**src/rtl/armleocpu_branch_pkg.sv**
```systemverilog
// armleocpu_branch_pkg
// Shared encodings for the branch resolution unit:
//   - operation kind constants (BRANCH, JAL, JALR, KIND_RSVD)
//   - branch funct3 condition constants
//   - s1_flags_t: the single-bit part of the stage-1 payload
// The wide stage-1 fields (target, link, predicted target) depend on XLEN,
// so they live as separate registers in the top-level module.
package armleocpu_branch_pkg;

  localparam logic [1:0] BRANCH    = 2'b00;
  localparam logic [1:0] JAL       = 2'b01;
  localparam logic [1:0] JALR      = 2'b10;
  localparam logic [1:0] KIND_RSVD = 2'b11;

  localparam logic [2:0] F3_BEQ  = 3'b000;
  localparam logic [2:0] F3_BNE  = 3'b001;
  localparam logic [2:0] F3_BLT  = 3'b100;
  localparam logic [2:0] F3_BGE  = 3'b101;
  localparam logic [2:0] F3_BLTU = 3'b110;
  localparam logic [2:0] F3_BGEU = 3'b111;

  typedef struct packed {
    logic taken;       // resolved direction (already forced to 0 when illegal)
    logic illegal;     // reserved kind or illegal funct3
    logic pred_taken;  // fetch-stage prediction carried alongside
  } s1_flags_t;

endpackage

```
**src/rtl/armleocpu_branch_compare.sv**
```systemverilog
// armleocpu_branch_compare
// Combinational branch condition evaluation.
// Ports:
//   funct3         in   branch condition select
//   rs1, rs2       in   XLEN-wide operands
//   taken          out  condition holds
//   illegal_funct3 out  funct3 is not a defined branch condition (010, 011)
module armleocpu_branch_compare
  import armleocpu_branch_pkg::*;
#(
  parameter int XLEN = 32
) (
  input  logic [2:0]      funct3,
  input  logic [XLEN-1:0] rs1,
  input  logic [XLEN-1:0] rs2,
  output logic            taken,
  output logic            illegal_funct3
);

  always_comb begin
    taken          = 1'b0;
    illegal_funct3 = 1'b0;
    case (funct3)
      F3_BEQ:  taken = (rs1 == rs2);
      F3_BNE:  taken = (rs1 != rs2);
      F3_BLT:  taken = ($signed(rs1) <  $signed(rs2));
      F3_BGE:  taken = ($signed(rs1) >= $signed(rs2));
      F3_BLTU: taken = (rs1 <  rs2);
      F3_BGEU: taken = (rs1 >= rs2);
      default: illegal_funct3 = 1'b1;
    endcase
  end

endmodule

```
**src/rtl/armleocpu_branch_resolve.sv**
```systemverilog
// armleocpu_branch_resolve
// Two-stage pipelined branch / JAL / JALR resolution for the execute stage.
// Stage 1 evaluates the condition and computes target and link; stage 2
// checks the result against the fetch prediction and drives every out_* port.
//
// Parameters: XLEN (32 or 64), C_EXT (1 = 2-byte target alignment),
//             STAT_W (statistics counter width).
// Optional feature: define ARMLEOCPU_BRANCH_STATS_EN to add the
//   stat_branches / stat_mispredicts saturating counters and their ports.
//
// Ports:
//   clk, rst_n          clock, asynchronous active-low reset
//   flush               kills both stages, blocks input this cycle
//   in_valid/in_ready   input handshake
//   in_kind, in_funct3  operation kind and branch condition
//   in_rs1, in_rs2      operands
//   in_pc, in_imm       instruction PC and sign-extended immediate
//   in_pred_taken/_target  fetch-stage prediction
//   out_valid/out_ready output handshake
//   out_taken, out_target, out_link, out_mispredict, out_redirect_pc,
//   out_illegal, out_misaligned   resolved result
//
// Handshake: a transfer happens on a rising edge where valid and ready are
// both 1. Valid never depends on ready; in_ready depends combinationally on
// out_ready and flush. Once out_valid is 1 it and all out_* hold until the
// transfer. Flush overrides both handshakes.
module armleocpu_branch_resolve
  import armleocpu_branch_pkg::*;
#(
  parameter int XLEN   = 32,
  parameter int C_EXT  = 0,
  parameter int STAT_W = 32
) (
  input  logic              clk,
  input  logic              rst_n,
  input  logic              flush,
  input  logic              in_valid,
  output logic              in_ready,
  input  logic [1:0]        in_kind,
  input  logic [2:0]        in_funct3,
  input  logic [XLEN-1:0]   in_rs1,
  input  logic [XLEN-1:0]   in_rs2,
  input  logic [XLEN-1:0]   in_pc,
  input  logic [XLEN-1:0]   in_imm,
  input  logic              in_pred_taken,
  input  logic [XLEN-1:0]   in_pred_target,
  output logic              out_valid,
  input  logic              out_ready,
  output logic              out_taken,
  output logic [XLEN-1:0]   out_target,
  output logic [XLEN-1:0]   out_link,
  output logic              out_mispredict,
  output logic [XLEN-1:0]   out_redirect_pc,
  output logic              out_illegal,
  output logic              out_misaligned
`ifdef ARMLEOCPU_BRANCH_STATS_EN
  ,
  output logic [STAT_W-1:0] stat_branches,
  output logic [STAT_W-1:0] stat_mispredicts
`endif
);

  if (XLEN != 32 && XLEN != 64) begin : g_bad_xlen
    $error("armleocpu_branch_resolve: XLEN must be 32 or 64");
  end
  if (STAT_W < 1) begin : g_bad_stat_w
    $error("armleocpu_branch_resolve: STAT_W must be at least 1");
  end

  // ---------------------------------------------------------------------
  // Advance control
  // ---------------------------------------------------------------------
  logic s1_valid_q, s1_valid_d;
  logic s2_valid_q, s2_valid_d;
  logic s1_load, s2_load;
  logic s1_en, s2_en;

  assign s2_load  = !s2_valid_q || out_ready;
  assign s1_load  = !s1_valid_q || s2_load;
  assign in_ready = !flush && s1_load;
  assign s1_en    = in_valid && in_ready;
  assign s2_en    = !flush && s2_load && s1_valid_q;

  always_comb begin
    s1_valid_d = s1_valid_q;
    s2_valid_d = s2_valid_q;
    if (flush) begin
      s1_valid_d = 1'b0;
      s2_valid_d = 1'b0;
    end else begin
      if (s1_load) s1_valid_d = s1_en;
      if (s2_load) s2_valid_d = s1_valid_q;
    end
  end

  // ---------------------------------------------------------------------
  // Stage 1 inputs
  // ---------------------------------------------------------------------
  logic cmp_taken, cmp_illegal;

  armleocpu_branch_compare #(
    .XLEN(XLEN)
  ) u_compare (
    .funct3         (in_funct3),
    .rs1            (in_rs1),
    .rs2            (in_rs2),
    .taken          (cmp_taken),
    .illegal_funct3 (cmp_illegal)
  );

  s1_flags_t       s1_flags_q, s1_flags_d;
  logic [XLEN-1:0] s1_target_q, s1_target_d;
  logic [XLEN-1:0] s1_link_q, s1_link_d;
  logic [XLEN-1:0] s1_pred_target_q, s1_pred_target_d;
  logic [XLEN-1:0] pc_sum, rs1_sum;

  always_comb begin
    pc_sum  = in_pc + in_imm;
    rs1_sum = in_rs1 + in_imm;

    s1_flags_d            = '0;
    s1_flags_d.pred_taken = in_pred_taken;
    s1_flags_d.illegal    = (in_kind == KIND_RSVD) ||
                            ((in_kind == BRANCH) && cmp_illegal);
    s1_target_d           = pc_sum;
    s1_link_d             = in_pc + XLEN'(4);
    s1_pred_target_d      = in_pred_target;

    case (in_kind)
      BRANCH:  s1_flags_d.taken = cmp_taken;
      JAL:     s1_flags_d.taken = 1'b1;
      JALR: begin
        s1_flags_d.taken = 1'b1;
        s1_target_d      = rs1_sum & {{(XLEN-1){1'b1}}, 1'b0};
      end
      default: s1_flags_d.taken = 1'b0;
    endcase

    // Illegal results report neither a direction nor a target.
    if (s1_flags_d.illegal) begin
      s1_flags_d.taken = 1'b0;
      s1_target_d      = '0;
    end
  end

  always_ff @(posedge clk or negedge rst_n) begin
    if (!rst_n) begin
      s1_valid_q       <= 1'b0;
      s1_flags_q       <= '0;
      s1_target_q      <= '0;
      s1_link_q        <= '0;
      s1_pred_target_q <= '0;
    end else begin
      s1_valid_q <= s1_valid_d;
      if (s1_en) begin
        s1_flags_q       <= s1_flags_d;
        s1_target_q      <= s1_target_d;
        s1_link_q        <= s1_link_d;
        s1_pred_target_q <= s1_pred_target_d;
      end
    end
  end

  // ---------------------------------------------------------------------
  // Stage 2: prediction check
  // ---------------------------------------------------------------------
  logic            s2_taken_q, s2_taken_d;
  logic            s2_illegal_q, s2_illegal_d;
  logic            s2_misaligned_q, s2_misaligned_d;
  logic            s2_mispredict_q, s2_mispredict_d;
  logic [XLEN-1:0] s2_target_q, s2_target_d;
  logic [XLEN-1:0] s2_link_q, s2_link_d;
  logic [XLEN-1:0] s2_redirect_q, s2_redirect_d;

  always_comb begin
    s2_taken_d      = s1_flags_q.taken;
    s2_illegal_d    = s1_flags_q.illegal;
    s2_target_d     = s1_target_q;
    s2_link_d       = s1_link_q;
    // With compressed instructions any even target is fine; bit 0 is
    // already clear for every kind, so only bit 1 can fault.
    s2_misaligned_d = (C_EXT == 0) && s1_flags_q.taken && s1_target_q[1];
    // A faulting result traps instead of redirecting.
    s2_mispredict_d = !s1_flags_q.illegal && !s2_misaligned_d &&
                      ((s1_flags_q.taken != s1_flags_q.pred_taken) ||
                       (s1_flags_q.taken && (s1_target_q != s1_pred_target_q)));
    s2_redirect_d   = s1_flags_q.taken ? s1_target_q : s1_link_q;
  end

  always_ff @(posedge clk or negedge rst_n) begin
    if (!rst_n) begin
      s2_valid_q      <= 1'b0;
      s2_taken_q      <= 1'b0;
      s2_illegal_q    <= 1'b0;
      s2_misaligned_q <= 1'b0;
      s2_mispredict_q <= 1'b0;
      s2_target_q     <= '0;
      s2_link_q       <= '0;
      s2_redirect_q   <= '0;
    end else begin
      s2_valid_q <= s2_valid_d;
      if (s2_en) begin
        s2_taken_q      <= s2_taken_d;
        s2_illegal_q    <= s2_illegal_d;
        s2_misaligned_q <= s2_misaligned_d;
        s2_mispredict_q <= s2_mispredict_d;
        s2_target_q     <= s2_target_d;
        s2_link_q       <= s2_link_d;
        s2_redirect_q   <= s2_redirect_d;
      end
    end
  end

  assign out_valid       = s2_valid_q;
  assign out_taken       = s2_taken_q;
  assign out_target      = s2_target_q;
  assign out_link        = s2_link_q;
  assign out_mispredict  = s2_mispredict_q;
  assign out_redirect_pc = s2_redirect_q;
  assign out_illegal     = s2_illegal_q;
  assign out_misaligned  = s2_misaligned_q;

  // ---------------------------------------------------------------------
  // Optional statistics
  // ---------------------------------------------------------------------
`ifdef ARMLEOCPU_BRANCH_STATS_EN
  logic [STAT_W-1:0] stat_branches_q, stat_mispredicts_q;
  logic              out_fire;

  // A flush wins over a coincident output handshake, so that entry is dropped.
  assign out_fire = s2_valid_q && out_ready && !flush;

  always_ff @(posedge clk or negedge rst_n) begin
    if (!rst_n) begin
      stat_branches_q    <= '0;
      stat_mispredicts_q <= '0;
    end else begin
      if (out_fire && !s2_illegal_q && (stat_branches_q != '1))
        stat_branches_q <= stat_branches_q + STAT_W'(1);
      if (out_fire && s2_mispredict_q && (stat_mispredicts_q != '1))
        stat_mispredicts_q <= stat_mispredicts_q + STAT_W'(1);
    end
  end

  assign stat_branches    = stat_branches_q;
  assign stat_mispredicts = stat_mispredicts_q;
`endif

endmodule

```
**config.mk**
```make
export PLATFORM = sky130hd
export DESIGN_NAME = armleocpu_branch_resolve
export DESIGN_NICKNAME = d
export VERILOG_FILES = /design/src/rtl/armleocpu_branch_pkg.sv /design/src/rtl/armleocpu_branch_compare.sv /design/src/rtl/armleocpu_branch_resolve.sv
export SDC_FILE = /design/constraint.sdc
export NUM_CORES = 1
export LEC_CHECK = 0
export ABC_AREA = 1
export ABC_CLOCK_PERIOD_IN_PS = 2000
export CAP_MARGIN = 20
export CELL_PAD_IN_SITES_DETAIL_PLACEMENT = 0
export CELL_PAD_IN_SITES_GLOBAL_PLACEMENT = 1
export CORE_MARGIN = 3
export CORE_UTILIZATION = 38
export DETAILED_ROUTE_END_ITERATION = 12
export PLACE_DENSITY = 0.89
export SLEW_MARGIN = 20
export SYNTH_ARGS = -nofsm -noshare
export SYNTH_HDL_FRONTEND = slang
export SYNTH_SLANG_ARGS = --single-unit
```
**constraint.sdc**
```tcl
create_clock -name clk -period 2 [get_ports clk]
set_clock_uncertainty 0.05 [all_clocks]
set_input_delay 0.3 -clock clk [delete_from_list [all_inputs] [get_ports clk]]
set_output_delay 0.3 -clock clk [all_outputs]
set_load 0.02 [all_outputs]
```
After elaboration in Yosys (flattened, before gate mapping)
Index checks and enable logic that the tools add are counted.
Word-level totals
  bits in registers: 201
  input port bits: 171
  output and inout bits: 102
  word-level logic and storage cells: 69
Cells by class
  add/sub/neg operators: 3
  order comparisons: 4
  equality and inequality tests: 12
  multiplexer cells: 11
  reduce and logical (&&, ||, !) cells: 24
Operators with widths (count)
  $mux W32: 3
  $add A32 B32 Y32: 2
  $ge A32 B32 Y1: 2
  $lt A32 B32 Y1: 2
  $ne A32 B32 Y1: 2
  $add A32 B3 Y32 const B: 1
  $eq A32 B32 Y1: 1
  $eq A3 B3 Y1 const B: 4
  $logic_and A1 B1 Y1: 9
  $mux W1: 6
  $pmux W1 S6: 1
  $reduce_or A6 Y1: 1
  $logic_not A1 Y1: 5
  $eq A2 B2 Y1 const B: 2
  $logic_or A1 B1 Y1: 4
  $reduce_bool A2 Y1: 2
  $eq A3 B1 Y1 const B: 1
  $logic_not A3 Y1: 1
  $eq A2 B1 Y1 const B: 1
  $logic_not A2 Y1: 1
  $pmux W1 S2: 1
  $reduce_or A2 Y1: 1
  $ne A1 B1 Y1: 1

Longest topological paths before layout
Gate-level depths: netlist of the first run.
  depth in word-level cells: 7
  gate-level depth with buffers: 21

Hierarchy
Synthesis of the first run repeated with hierarchy kept, for this count alone.
Unflattened totals
  cells, all modules: 2309
  area total of the unflattened synthesis: 14964.4 um^2
Modules (own cells, without submodules)
  armleocpu_branch_resolve: times used 1, cells an instance 2136, area an instance 13944.6 um^2
  armleocpu_branch_compare: times used 1, cells an instance 173, area an instance 1019.7 um^2

Worst setup path after synthesis of the first run
No wires, ideal clock.
  path kind: input -> register
  from: input port in_pc[0]
  to: register s1_target_q[16]
  setup time: 0.128 ns
  arrival: 2.051 ns
  required time: 1.822 ns
  slack: -0.229 ns
  stages on the path: 14
  cell sequence: ha_1 -> fa_1 -> nand2_1 -> nand3_1 -> o21ai_1 -> inv_2 -> nand2_1 -> nand2_1 -> a21oi_1 -> inv_2 -> a21oi_1 -> nor2_1 -> o211ai_1 -> o21ai_1
Between the ends
  cells in the longest elaborated chain, start to end: 3
RTL lines
  from (decl): line armleocpu_branch_resolve.sv:43  | input logic [XLEN-1:0] in_pc,
  $add A32 B32 Y32: line armleocpu_branch_resolve.sv:118  | pc_sum = in_pc + in_imm;
  $mux W32: line armleocpu_branch_resolve.sv:129  | case (in_kind)
  $mux W32: line armleocpu_branch_resolve.sv:140  | if (s1_flags_d.illegal) begin
  to (signal assigned): line armleocpu_branch_resolve.sv:157  | s1_target_q <= s1_target_d;
  to (decl): line armleocpu_branch_resolve.sv:112  | logic [XLEN-1:0] s1_target_q, s1_target_d;
No other way between the ends.
A chain may end at the register's enable or synchronous reset.

Worst setup path in the final report of the first run
  from: input port in_rs2[28]
  to: register s1_flags_q, in the netlist s2_taken_d
Between the ends
  cells in the longest elaborated chain, start to end: 4
  elaborated cells between the ends (all ways): 9
  classes of those cells: order compare (4); eq/ne (2); mux (3)
RTL lines
  from (decl): line armleocpu_branch_resolve.sv:42  | input logic [XLEN-1:0] in_rs2,
  $ge A32 B32 Y1, or another cell as far along: line armleocpu_branch_compare.sv:29  | F3_BGEU: taken = (rs1 >= rs2);
  $pmux W1 S6 *: line armleocpu_branch_compare.sv:23  | case (funct3)
  $pmux W1 S2 *: line armleocpu_branch_resolve.sv:129
  $mux W1 *: line armleocpu_branch_resolve.sv:140
  to (signal assigned): line armleocpu_branch_resolve.sv:156  | s1_flags_q <= s1_flags_d;
  to (decl): line armleocpu_branch_resolve.sv:111  | s1_flags_t s1_flags_q, s1_flags_d;
Mark *: on every way between the ends. The rest lies on a longest branch, timed or not.

==> results.rst, run 1 <==
.. list-table::
   :header-rows: 1

   * - Metric
     - Value
   * - Result of the run
     - finished, final reports clean
   * - Initial DRC Count
     - a little under 1,000
   * - Final std cells w/o fill
     - a little under 3,000
   * - Estimated wirelength of the detail-placed design
     - ~43,000 um
   * - H-tree lvl count
     - 1
   * - Endpoint arrival time on the critical path
     - approximately 2.3 ns
   * - Post-Layout Inst Area
     - 22,000 um2
   * - Routed WL per cell
     - 18.6 um
   * - Max Fclk
     - roughly 510 MHz
   * - Area of the die
     - 37,900 um2
   * - Async S/R FF share, synth
     - 1.00
   * - GPL Wtd Cong
     - between 0.9 and 1
   * - Core Box Area
     - between 30,000 and 40,000 um2
   * - Max-cap viol count
     - 0
   * - Critical path startpoint category
     - primary input
   * - Biggest area contributors in the synthesized netlist
     - sky130_fd_sc_hd__dfrtp_1, sky130_fd_sc_hd__nand2_1, sky130_fd_sc_hd__ha_1
   * - Number of hold violations in the final report
     - 0
   * - Yosys synthesis warning count
     - 0
   * - Cell accounting for the most synthesized area
     - sky130_fd_sc_hd__dfrtp_1
   * - Average instance area after synthesis
     - a little over 7 um2
   * - Overall die width
     - 195 um
   * - Final-report max-slew violation count
     - 0
   * - Area share of the leading cell type in the synthesized netlist
     - 0.372
   * - Die height
     - 195 um
   * - Worst slew margin relative to its limit
     - 0.688
   * - Slowest stage cell, crit path
     - sky130_fd_sc_hd__clkdlybuf4s50_1
   * - Number of enable flip-flop cells after synthesis
     - 0
   * - Router iterations before antenna repair
     - 5
   * - Post-Route Setup TNS
     - 0 ns
   * - Number of distinct library cells after synthesis
     - 54
   * - Count of input and output buffers
     - around 270
   * - Gate count of the mapped netlist
     - between 1,500 and 2,000
   * - Via count of the first global-routing pass
     - approximately 15,000
   * - Post-Place Cell Area
     - 19,600 um2
   * - Initial antenna violation count
     - 0
   * - Buffers from clock root to sink, at most
     - 3
   * - Count of endpoints failing setup in the final report
     - 0
   * - Leak Pwr
     - 10.5 nW
   * - Flop pwr share
     - 0.349
   * - Most Frequent Cell on Critical Path
     - sky130_fd_sc_hd__nand2_2
   * - WL final
     - 55,100 um
   * - CTS tree
     - done
   * - Final cycle utilization of the critical path
     - 0.989
   * - # DRC
     - 0
   * - Initial Util
     - 0.388
   * - Switching share of total power
     - 0.362
   * - Leading cell types by count after synthesis
     - sky130_fd_sc_hd__nand2_1, sky130_fd_sc_hd__inv_1, sky130_fd_sc_hd__dfrtp_1
   * - Ordered cell list for the critical path
     - clkdlybuf4s50_1 > inv_1 > ha_1 > nand2_2 > nor2_4 > buf_4 > nand2_2 > nand2_2 > a21oi_2 > buf_6 > nand3_2 > nand2_1 > inv_1 > nor2_1 > nand3_1 > nand2_1 > nand2_2 > nand2_2 > nand2_2
   * - Share of cells above drive strength 1
     - 0.313
   * - Worst-skew pair later-pin latency
     - 0.50 ns
   * - Count of nets left with antenna violations after detail routing
     - 0
   * - Switching power summed over all nets
     - about 5.7 mW
   * - Primary FF master, synth
     - sky130_fd_sc_hd__dfrtp_1
   * - Min cycle time layout
     - roughly 2.0 ns
   * - Post-synthesis sequential area ratio
     - 0.372
   * - Required time of the worst setup path
     - 2.35 ns
   * - Critical path peak fanout
     - 4
   * - Number of cells after detailed placement
     - 2,913
   * - Gate power share
     - 0.411
   * - Placement row count
     - between 60 and 70
   * - Clock sink total
     - 201
   * - Detail-routed via count per cell
     - about 5.2
   * - Pwr Density
     - between 700 and 800 nW/um2
   * - Ports placed on the boundary
     - ~270
   * - Total global routing overflow
     - 0
   * - Post-synthesis instance area
     - 13,500 um2
   * - Most common cell in the synthesized netlist
     - sky130_fd_sc_hd__nand2_1
   * - Clock root buffer
     - sky130_fd_sc_hd__clkbuf_16
   * - Final #Nets
     - approximately 2,800
   * - Slew at the pin closest to its max-slew limit
     - between 0.4 and 0.5 ns
   * - Crit path capture type
     - register
   * - Syn_nets
     - roughly 2,100
   * - Clock-pin slew of the registers on the worst-case setup and hold paths
     - 0.07 ns
   * - Global-route wire length before repair
     - approximately 84,000 um
   * - Highest cell delay on the worst timing path
     - roughly 0.45 ns
   * - Internal power summed over all cells
     - between 10 and 15 mW
   * - TritonCTS buffer count
     - 19
   * - Pin count of the biggest net entering global routing
     - 61
   * - Number of cells traversed by the worst register-to-register path
     - 13
   * - Hold/Removal Path Class
     - in2reg
   * - # diodes
     - 0
   * - Area overhead of the layout relative to synthesis
     - 62.8%
   * - Worst hold stages
     - 3
   * - Clock group share of total power
     - 0.240
   * - Max VDD drop
     - 0.647 mV
   * - Combined global-route utilization of all metal layers
     - 0.278
   * - RSZ-0062 raised after global routing
     - true
   * - Via count of the routed design
     - 15,453
   * - Synthesis-stage register bit count
     - roughly 200
   * - Category of the critical setup timing path
     - in2reg
-- timing repair --
action	in CTS	in global routing
gates resized for setup	284	219
hold buffers	1	0
gates cloned	0	0
setup endpoints to repair	31	28
setup buffers	17	8
pin swaps	84	93
endpoints found under the hold margin	48	0
-- placed cells by master (no fill, tap or decap), types with 17 or more instances in the layout --
cell type,count
sky130_fd_sc_hd__clkdlybuf4s50_1,175
sky130_fd_sc_hd__nor2_2,24
sky130_fd_sc_hd__nor2_4,17
sky130_fd_sc_hd__inv_1,192
sky130_fd_sc_hd__nand3_1,68
sky130_fd_sc_hd__dlygate4sd2_1,49
sky130_fd_sc_hd__nor2_1,99
sky130_fd_sc_hd__dlymetal6s2s_1,17
sky130_fd_sc_hd__o21ai_1,45
sky130_fd_sc_hd__nand3_2,26
sky130_fd_sc_hd__dfrtp_1,201
sky130_fd_sc_hd__ha_4,63
sky130_fd_sc_hd__a21oi_1,115
sky130_fd_sc_hd__ha_1,34
sky130_fd_sc_hd__buf_4,376
sky130_fd_sc_hd__xor2_1,33
sky130_fd_sc_hd__o21ai_2,18
sky130_fd_sc_hd__clkbuf_16,19
sky130_fd_sc_hd__a21oi_2,53
sky130_fd_sc_hd__nand2_2,43
sky130_fd_sc_hd__nand2_1,466
sky130_fd_sc_hd__clkbuf_2,19
sky130_fd_sc_hd__o21ai_0,121
sky130_fd_sc_hd__inv_2,28
-- state kept, by name, summed over array words and instances, names as in the netlist, 32 cells and up --
register	flops
s1_target_q	32
out_link	32
out_target	32
s1_link_q	32
s1_pred_target_q	32
out_redirect_pc	32
-- worst paths after layout --
check / from / endpoint / slack (ns)
worst max-delay path: in_rs2[28] / s2_taken_d / 0.02
min in group asynchronous: rst_n / out_target[3] / 0.27
max in group asynchronous: rst_n / s1_link_q[2] / 0.96
worst max register to register: out_valid / s1_target_q[15] / 0.15
worst min-delay path: in_pc[0] / s1_link_q[0] / 0.05
worst min register to register: out_mispredict / out_mispredict / 0.43
-- worst max-delay path: cells and delay by family --
family | cells | cell delay (ns)
buffers and inverters | 5 | 0.79
adders and majority gates | 1 | 0.29
AOI/OAI and AO/OA | 1 | 0.11
and+or+nand+nor | 12 | 0.83
-- metal layers --
layer	global-route usage	share of wire	vias to the layer above
met2	0.479	0.48	535
met4	0.0662	0.026	0
met1	0.378	0.43	7400
met3	0.0274	0.060	84
met5	0	0	-
li1	-	-	7434
-- cell families after synthesis --
family	count (synthesis)	share of synthesized area
adders and majority gates	99	0.0928
xor gates and xnor gates	46	0.0298
muxes	1	0.000833
AOI/OAI and AO/OA	426	0.171
buffers and inverters	275	0.0767
DFF	201	0.372
and+or+nand+nor	821	0.257
-- per-stage QoR --
| step | hold slack (ns) | util | power, mW | setup slack [ns] |
|---|---|---|---|---|
| 2_1_floorplan | -0.0456 | - | 8.05 | -0.0730 |
| 5_1_grt | 0.0511 | 0.632 | 16.6 | -0.139 |
| 6_report | 0.0464 | 0.632 | 15.7 | 0.0230 |
| 4_1_cts | 0.110 | 0.612 | 15.5 | -0.00891 |
| 3_5_place_dp | 0.240 | 0.564 | 11.4 | -1.07 |
| 3_3_place_gp | 0.242 | 0.564 | 11.3 | -1.09 |
-- final cells by class --
cell class / instances / area, um2
well taps: 455 / 569
fillers: 3024 / 12800
clock buffers: 24 / 534
clock inverters: 8 / 108
repair buffers: 664 / 5710
inverters: 222 / 833
multi-input cells: 1393 / 9220
flip-flops and latches: 201 / 5030
-- power groups by stage --
| stage | clock, mW | sequential [mW] | combinational, mW |
|---|---|---|---|
| 5_1_grt | 3.98 | 5.56 | 7.02 |
| 4_1_cts | 3.81 | 5.47 | 6.18 |
| 3_3_place_gp | 0 | 5.51 | 5.78 |
| 2_1_floorplan | 0 | 5.92 | 2.13 |
| 6_report | 3.78 | 5.49 | 6.48 |
| 3_5_place_dp | 0 | 5.53 | 5.85 |
Power figures use the tool's default switching activity.
==> run 2: changes to the inputs <==
--- a/config.mk
+++ b/config.mk
@@ -6,12 +6,13 @@
 export NUM_CORES = 1
 export LEC_CHECK = 0
 export ABC_AREA = 1
-export ABC_CLOCK_PERIOD_IN_PS = 2000
+export ABC_CLOCK_PERIOD_IN_PS = 1950
 export CAP_MARGIN = 20
 export CELL_PAD_IN_SITES_DETAIL_PLACEMENT = 0
 export CELL_PAD_IN_SITES_GLOBAL_PLACEMENT = 1
 export CORE_MARGIN = 3
 export CORE_UTILIZATION = 38
+export CTS_CLUSTER_DIAMETER = 60
 export DETAILED_ROUTE_END_ITERATION = 12
 export PLACE_DENSITY = 0.89
 export SLEW_MARGIN = 20
==> constraint.sdc (replaced) <==
create_clock -name clk -period 1.95 [get_ports clk]
set_clock_uncertainty 0.05 [all_clocks]
set_input_delay 0.2925 -clock clk [delete_from_list [all_inputs] [get_ports clk]]
set_output_delay 0.2925 -clock clk [all_outputs]
set_load 0.02 [all_outputs]
==> run 2 against run 1 <==
Setup slack improved by 0.014 ns. Utilization about the same. Cell area about the same. Register-to-register slack about the same. Non-clock buffer count increased by 1. Worst hold slack improved by 0.072 ns. Global-route usage about the same. Via count decreased by 0.34%. Combinational power increased by 2%. Highest routed layer unchanged. Largest power group unchanged. Final cell count increased by 0.20%.
==> results.rst, run 2 (synthesis results as in run 1) <==
.. list-table::
   :header-rows: 1

   * - Metric
     - Value
   * - Clock sink total
     - 201 (unchanged)
   * - Critical path peak fanout
     - 4 (unchanged)
   * - Count of nets left with antenna violations after detail routing
     - 0 (unchanged)
   * - Critical path startpoint category
     - primary input
   * - H-tree lvl count
     - 1 (unchanged)
   * - RSZ-0062 raised after global routing
     - true
   * - Min cycle time layout
     - about 1.9 ns
   * - CTS tree
     - done
   * - Clock root buffer
     - sky130_fd_sc_hd__clkbuf_16
   * - Worst slew margin relative to its limit
     - 0.661 (-0.0270)
   * - Via count of the routed design
     - 15,400 (-0.34%)
   * - Overall die width
     - 195 um (unchanged)
   * - # diodes
     - 0 (unchanged)
   * - WL final
     - 55,000 um (-0.14%)
   * - TritonCTS buffer count
     - 21 (+2)
   * - Detail-routed via count per cell
     - 5.18 (-0.54%)
   * - Endpoint arrival time on the critical path
     - 2.28 ns (-0.04 ns)
   * - Area of the die
     - 37,900 um2 (unchanged)
   * - Final-report max-slew violation count
     - 0 (unchanged)
   * - Die height
     - 195 um (unchanged)
   * - Max-cap viol count
     - 0 (unchanged)
   * - Estimated wirelength of the detail-placed design
     - 43,500 um (+0.74%)
   * - Leak Pwr
     - 10.6 nW (+0.80%)
   * - Slew at the pin closest to its max-slew limit
     - 0.508 ns (+0.0405 ns)
   * - Required time of the worst setup path
     - 2.32 ns (-0.03 ns)
   * - Ordered cell list for the critical path
     - dlygate4sd2_1 > ha_4 > nand2_1 > inv_1 > a21oi_2 > buf_4 > o21ai_4 > nand2_2 > o21ai_2 > buf_4 > a21oi_1 > o21ai_2 > nand3_2 > o21ai_1
   * - Final cycle utilization of the critical path
     - 0.981
   * - Most common cell after layout, fill and taps aside
     - sky130_fd_sc_hd__nand2_1
   * - Commonest cells after routing, fill and taps aside
     - sky130_fd_sc_hd__nand2_1, sky130_fd_sc_hd__buf_4, sky130_fd_sc_hd__dfrtp_1
   * - Core Box Area
     - 34,800 um2 (unchanged)
   * - Switching share of total power
     - 0.361 (-0.000993)
   * - Post-Route Setup TNS
     - 0 ns (unchanged)
   * - Hold/Removal Path Class
     - in2reg
   * - Highest cell delay on the worst timing path
     - 0.30 ns (-0.15 ns)
   * - Result of the run
     - finished, final reports clean
   * - Placement row count
     - 68 (unchanged)
   * - Clock-pin slew of the registers on the worst-case setup and hold paths
     - 0.06 ns (about the same)
   * - Max VDD drop
     - 0.787 mV (+22%)
   * - # DRC
     - 0 (unchanged)
   * - Total Power
     - 16.2 mW (+3.2%)
   * - Share of cells above drive strength 1
     - 0.318 (+0.00561)
   * - Routed WL per cell
     - 18.5 um (-0.35%)
   * - Count of endpoints failing setup in the final report
     - 0 (unchanged)
   * - Final Util
     - 0.633 (about the same)
   * - Total global routing overflow
     - 0 (unchanged)
   * - Count of input and output buffers
     - 272 (unchanged)
   * - Number of hold violations in the final report
     - 0 (unchanged)
   * - Combined global-route utilization of all metal layers
     - 0.278 (-0.000283)
   * - Area overhead of the layout relative to synthesis
     - 62.8% (about the same)
   * - Max Fclk
     - about 520 MHz
   * - Gate power share
     - 0.405 (-0.006)
   * - Initial Util
     - 0.388 (unchanged)
   * - Global-route wire length before repair
     - 84,400 um (+0.41%)
   * - Flop pwr share
     - 0.348 (about the same)
   * - Initial DRC Count
     - 1,171 (+20%)
   * - R2r setup slk
     - 0.16 ns (about the same)
   * - Switching power summed over all nets
     - 5.87 mW (+3.0%)
   * - Ports placed on the boundary
     - 273 (unchanged)
   * - Slowest stage cell, crit path
     - sky130_fd_sc_hd__ha_4
   * - GPL Wtd Cong
     - 0.925 (-3.2%)
   * - Initial antenna violation count
     - 0 (unchanged)
   * - Buffers from clock root to sink, at most
     - 3 (unchanged)
   * - Pwr Density
     - 738 nW/um2 (+3.2%)
   * - Router iterations before antenna repair
     - 5 (unchanged)
   * - Internal power summed over all cells
     - 10.4 mW (+3.4%)
   * - Category of the critical setup timing path
     - in2reg
   * - Pin count of the biggest net entering global routing
     - 61 (unchanged)
   * - Final #Nets
     - 2,774 (+0.11%)
   * - Clock group share of total power
     - 0.247 (+0.007)
   * - Crit path capture type
     - register
   * - Via count of the first global-routing pass
     - 15,440 (+0.16%)
   * - Worst-skew pair later-pin latency
     - 0.49 ns (about the same)
run 2: cell types whose count changed in the layout (fill, tap and decap cells not counted), moves of 6 or more:
cell,previous run,this run
sky130_fd_sc_hd__clkbuf_2,19,32
sky130_fd_sc_hd__inv_1,192,182
sky130_fd_sc_hd__a21oi_1,115,122
sky130_fd_sc_hd__clkdlybuf4s15_1,3,9
sky130_fd_sc_hd__a21oi_2,53,46
sky130_fd_sc_hd__ha_1,34,28
sky130_fd_sc_hd__inv_2,28,37
sky130_fd_sc_hd__clkdlybuf4s50_1,175,152
sky130_fd_sc_hd__nand2_2,43,34
run 2: path summary, 6_finish.rpt:
| check | startpoint | end | cells past startpoint |
|---|---|---|---|
| min in group asynchronous | rst_n | out_target[0] | 2 |
| max in group asynchronous | rst_n | out_redirect_pc[23] | 3 |
| worst max-delay path | in_imm[3] | s1_target_q[21] | 14 |
| worst max register to register | out_valid | s1_target_q[13] | 13 |
| worst min register to register | out_target[19] | out_target[19] | 2 |
| worst min-delay path | in_pc[0] | s1_link_q[0] | 3 |
run 2: routing by layer:
layer  global-route usage  routed length (um)
met2                0.478               26300
met3               0.0309                3380
met1                0.379               23900
met5                    0                   0
met4               0.0588                1330
run 2: layout make-up:
cell class                 instances  area (um2)
clock buffer                      28         602
clock inverter                     9        93.8
fill                            2977       12800
inverter                         222         838
multi-input combinational       1393        9190
sequential                       201        5030
tap                              455         569
timing repair buffer             665        5690
run 2: per-stage QoR:
step	setup slack (ns)	hold WS [ns]	cell area [um2]	instances
floorplan	-0.115	-0.0531	13600	1869
global placement	-0.996	0.248	19600	2905
detailed placement	-1.01	0.247	19600	2905
CTS	0.00133	0.203	21300	2960
global route	-0.0677	0.133	22000	2973
finish	0.0374	0.118	22000	2973
run 2: what timing repair did:
| item | in CTS | in global routing |
|---|---|---|
| pin swaps | 103 | 99 |
| gates cloned | 0 | 0 |
| gates resized for setup | 297 | 256 |
| hold endpoints to repair | 49 | 0 |
| endpoints found under the setup margin | 35 | 29 |
| hold buffers | 1 | 0 |
| setup buffers | 17 | 13 |
run 2: worst max-delay path, delay by kind of cell:
kind                     cells  cell delay, ns
AO/OA/AOI/OAI                6            0.72
buffers and inverters        4            0.65
adder cells (fa/ha/maj)      1            0.30
AND/OR/NAND/NOR              3            0.30
run 2: power groups by stage:
stage	Combinational (mW)	Sequential [mW]	Clock (mW)
floorplan	2.19	6.08	0
global placement	5.94	5.67	0
detailed placement	6.03	5.69	0
CTS	6.32	5.62	4.06
global route	7.13	5.71	4.23
finish	6.59	5.65	4.01
==> run 3: changes to the inputs <==
--- a/config.mk
+++ b/config.mk
@@ -15,6 +15,7 @@
 export CTS_CLUSTER_DIAMETER = 60
 export DETAILED_ROUTE_END_ITERATION = 12
 export PLACE_DENSITY = 0.89
+export SETUP_SLACK_MARGIN = 0.05
 export SLEW_MARGIN = 20
 export SYNTH_ARGS = -nofsm -noshare
 export SYNTH_HDL_FRONTEND = slang
==> run 3 against run 2 <==
Setup slack improved by 0.015 ns. Critical path depth increased by 3. Via count increased by 1.4%. Register-to-register slack got worse by 0.02 ns. Cell area increased by 0.74%. Critical endpoint is now s1_target_q[30]. Largest power group unchanged.
==> results.rst, run 3 (synthesis results as in run 1) <==
.. list-table::
   :header-rows: 1

   * - Metric
     - Value
   * - Endpoint arrival time on the critical path
     - 2.29 ns (about the same)
   * - Number of hold violations in the final report
     - 0 (unchanged)
   * - Commonest cells after routing, fill and taps aside
     - sky130_fd_sc_hd__nand2_1, sky130_fd_sc_hd__buf_4, sky130_fd_sc_hd__dfrtp_1
   * - Slowest stage cell, crit path
     - sky130_fd_sc_hd__ha_4
   * - CTS tree
     - done
   * - Worst setup slack before clock tree synthesis
     - -1.03 ns (-0.0135 ns)
   * - Worst slew margin relative to its limit
     - 0.705 (+0.0443)
   * - Switching power summed over all nets
     - 6.01 mW (+2.4%)
   * - Total global routing overflow
     - 0 (unchanged)
   * - Post-Place Cell Area
     - 19,600 um2 (-0.11%)
   * - Core Box Area
     - 34,800 um2 (unchanged)
   * - Die height
     - 195 um (unchanged)
   * - Overall die width
     - 195 um (unchanged)
   * - # diodes
     - 0 (unchanged)
   * - Count of endpoints failing setup in the final report
     - 0 (unchanged)
   * - Ports placed on the boundary
     - 273 (unchanged)
   * - Clock sink total
     - 201 (unchanged)
   * - Pwr Density
     - 749 nW/um2 (+1.5%)
   * - Slew at the pin closest to its max-slew limit
     - 0.442 ns (-0.0665 ns)
   * - # DRC
     - 0 (unchanged)
   * - Most Frequent Cell on Critical Path
     - sky130_fd_sc_hd__nand2_2
   * - Crit path capture type
     - register
   * - Levels on crit path
     - 17 (+3)
   * - Post-Layout Inst Area
     - 22,200 um2 (+0.74%)
   * - Gate power share
     - 0.404 (about the same)
   * - Estimated wirelength of the detail-placed design
     - 43,700 um (+0.55%)
   * - Worst hold stages
     - 4 (+1)
   * - Total Power
     - 16.6 mW (+2.2%)
   * - Initial Util
     - 0.388 (unchanged)
   * - Top Family by Delay on Critical Path
     - simple AND/OR/NAND/NOR gates
   * - Global-route wire length before repair
     - 85,200 um (+0.92%)
   * - Final #Nets
     - 2,782 (+0.29%)
   * - Result of the run
     - finished, final reports clean
   * - Final cycle utilization of the critical path
     - 0.973 (-0.00757)
   * - Critical path startpoint category
     - primary input
   * - Highest cell delay on the worst timing path
     - 0.29 ns (about the same)
   * - Most common cell after layout, fill and taps aside
     - sky130_fd_sc_hd__nand2_1
   * - Critical path peak fanout
     - 4 (unchanged)
   * - Count of buffer and inverter cells on the critical path
     - 3 (-1)
   * - Area overhead of the layout relative to synthesis
     - 64.0%
   * - Max Fclk
     - 527 MHz (+0.78%)
   * - TritonCTS buffer count
     - 22 (+4.8%)
   * - Placement row count
     - 68 (unchanged)
   * - Switching share of total power
     - 0.362 (+0.000668)
   * - Required time of the worst setup path
     - 2.35 ns (+0.03 ns)
   * - RSZ-0062 raised after global routing
     - true
   * - Ordered cell list for the critical path
     - dlygate4sd2_1 > buf_4 > ha_4 > inv_2 > o21ai_4 > a21oi_4 > nand2_4 > nand2_2 > nand2_2 > nand2_2 > nand2_2 > nand4_1 > nand2_1 > nand2_1 > nand3_2 > nand3_2 > nand2_1
   * - Initial DRC Count
     - 1,144 (-2.3%)
   * - Combined global-route utilization of all metal layers
     - 0.281 (+0.00378)
   * - Internal power summed over all cells
     - 10.6 mW (+2.1%)
   * - Number of cells traversed by the worst register-to-register path
     - 12 (-1)
   * - Flop pwr share
     - 0.340 (-0.008)
   * - Buffers from clock root to sink, at most
     - 3 (unchanged)
   * - Worst-skew pair later-pin latency
     - 0.51 ns (+0.02 ns)
   * - Clock-pin slew of the registers on the worst-case setup and hold paths
     - 0.06 ns (about the same)
   * - Clock root buffer
     - sky130_fd_sc_hd__clkbuf_16
   * - GPL Wtd Cong
     - 0.972 (+5.1%)
   * - WL final
     - 55,900 um (+1.6%)
   * - Hold/Removal Path Class
     - in2reg
   * - Min cycle time layout
     - 1.90 ns (-0.0148 ns)
   * - Router iterations before antenna repair
     - 5 (unchanged)
   * - Via count of the routed design
     - 15,623 (+1.4%)
   * - Final-report max-slew violation count
     - 0 (unchanged)
   * - Via count of the first global-routing pass
     - 15,434 (-0.039%)
   * - Category of the critical setup timing path
     - in2reg
   * - Final Util
     - 0.637 (+0.00467)
   * - Initial antenna violation count
     - 0 (unchanged)
   * - Pin count of the biggest net entering global routing
     - 53 (-13%)
   * - Area of the die
     - 37,900 um2 (unchanged)
   * - Max-cap viol count
     - 0 (unchanged)
   * - Clock group share of total power
     - 0.257 (+0.010)
   * - Smallest setup slack after layout
     - 0.0521 ns (+0.0148 ns)
   * - Count of input and output buffers
     - 272 (unchanged)
   * - Share of cells above drive strength 1
     - 0.324 (+0.00559)
   * - Count of nets left with antenna violations after detail routing
     - 0 (unchanged)
   * - Max VDD drop
     - 0.686 mV (-13%)
   * - Detail-routed via count per cell
     - 5.24 (+1.1%)
   * - Leak Pwr
     - 10.7 nW (+0.74%)
   * - Routed WL per cell
     - 18.7 um (+1.3%)
   * - H-tree lvl count
     - 1 (unchanged)
[run 3: cell types whose count changed in the layout (fill, tap and decap cells not counted), moves of 5 or more]
cell                              delta
sky130_fd_sc_hd__buf_4               +6
sky130_fd_sc_hd__clkbuf_2           +10
sky130_fd_sc_hd__clkdlybuf4s50_1    -15
sky130_fd_sc_hd__inv_1               -5
sky130_fd_sc_hd__inv_2               +5
sky130_fd_sc_hd__nor2_2              -5
sky130_fd_sc_hd__o21ai_0            -13
sky130_fd_sc_hd__o21ai_1             +9
[run 3: worst reg2reg max path, stage by stage (launching register included)]
cell and delay [ns]:
sky130_fd_sc_hd__dfrtp_1 0.37, sky130_fd_sc_hd__inv_1 0.05, sky130_fd_sc_hd__nor2_1 0.04, sky130_fd_sc_hd__inv_2 0.06
sky130_fd_sc_hd__nor2_2 0.03, sky130_fd_sc_hd__inv_1 0.08, sky130_fd_sc_hd__nand2_2 0.08, sky130_fd_sc_hd__nor2_4 0.16
sky130_fd_sc_hd__inv_2 0.08, sky130_fd_sc_hd__nor2_2 0.14, sky130_fd_sc_hd__buf_4 0.26, sky130_fd_sc_hd__nand3_2 0.19
sky130_fd_sc_hd__o21ai_1 0.13
[run 3: worst paths after layout]
| kind | slack (ns) | start | end |
|---|---|---|---|
| worst min register to register | 0.43 | out_target[2] | out_target[2] |
| worst max-delay path | 0.05 | in_imm[5] | s1_target_q[30] |
| min in group asynchronous | 0.25 | rst_n | s1_valid_q |
| worst max register to register | 0.14 | out_valid | s1_target_q[21] |
| max in group asynchronous | 0.87 | rst_n | out_mispredict |
| worst min-delay path | 0.09 | in_pc[0] | s1_link_q[0] |
[run 3: routing by layer]
metal,routed length [um],track usage,up-vias
li1,-,-,7472
met5,0,0,-
met1,24200,0.388,7390
met3,3860,0.0355,95
met4,1590,0.0766,0
met2,26200,0.468,666
[run 3: final cells by class]
type	count	area (um2)
Multi-Input combinational cell	1393	9300
Fill cell	2980	12600
Inverter	222	836
Clock inverter	8	113
Clock buffer	31	626
Tap cell	455	569
Timing Repair Buffer	672	5700
Sequential cell	201	5030
[run 3: stage by stage]
step | TNS (ns) | hold WS (ns) | instances
global placement | -31.41 | 0.216 | 2903
global route | -0.0747 | 0.124 | 2982
finish | 0 | 0.0938 | 2982
CTS | 0 | 0.166 | 2966
detailed placement | -34.70 | 0.215 | 2903
floorplan | -0.287 | -0.0531 | 1869
[run 3: repair_timing]
action,CTS,global route
pin swaps,96,100
gates resized for setup,336,272
setup buffers,23,16
hold buffers,1,0
setup endpoints to repair,41,47
hold endpoints to repair,41,0
[run 3: power by group through the flow]
stage / clock network [mW] / registers [mW] / logic, mW
floorplan: 0 / 6.08 / 2.19
global placement: 0 / 5.67 / 5.98
detailed placement: 0 / 5.69 / 6.06
CTS: 4.30 / 5.62 / 6.42
global route: 4.50 / 5.72 / 7.24
finish: 4.27 / 5.64 / 6.70
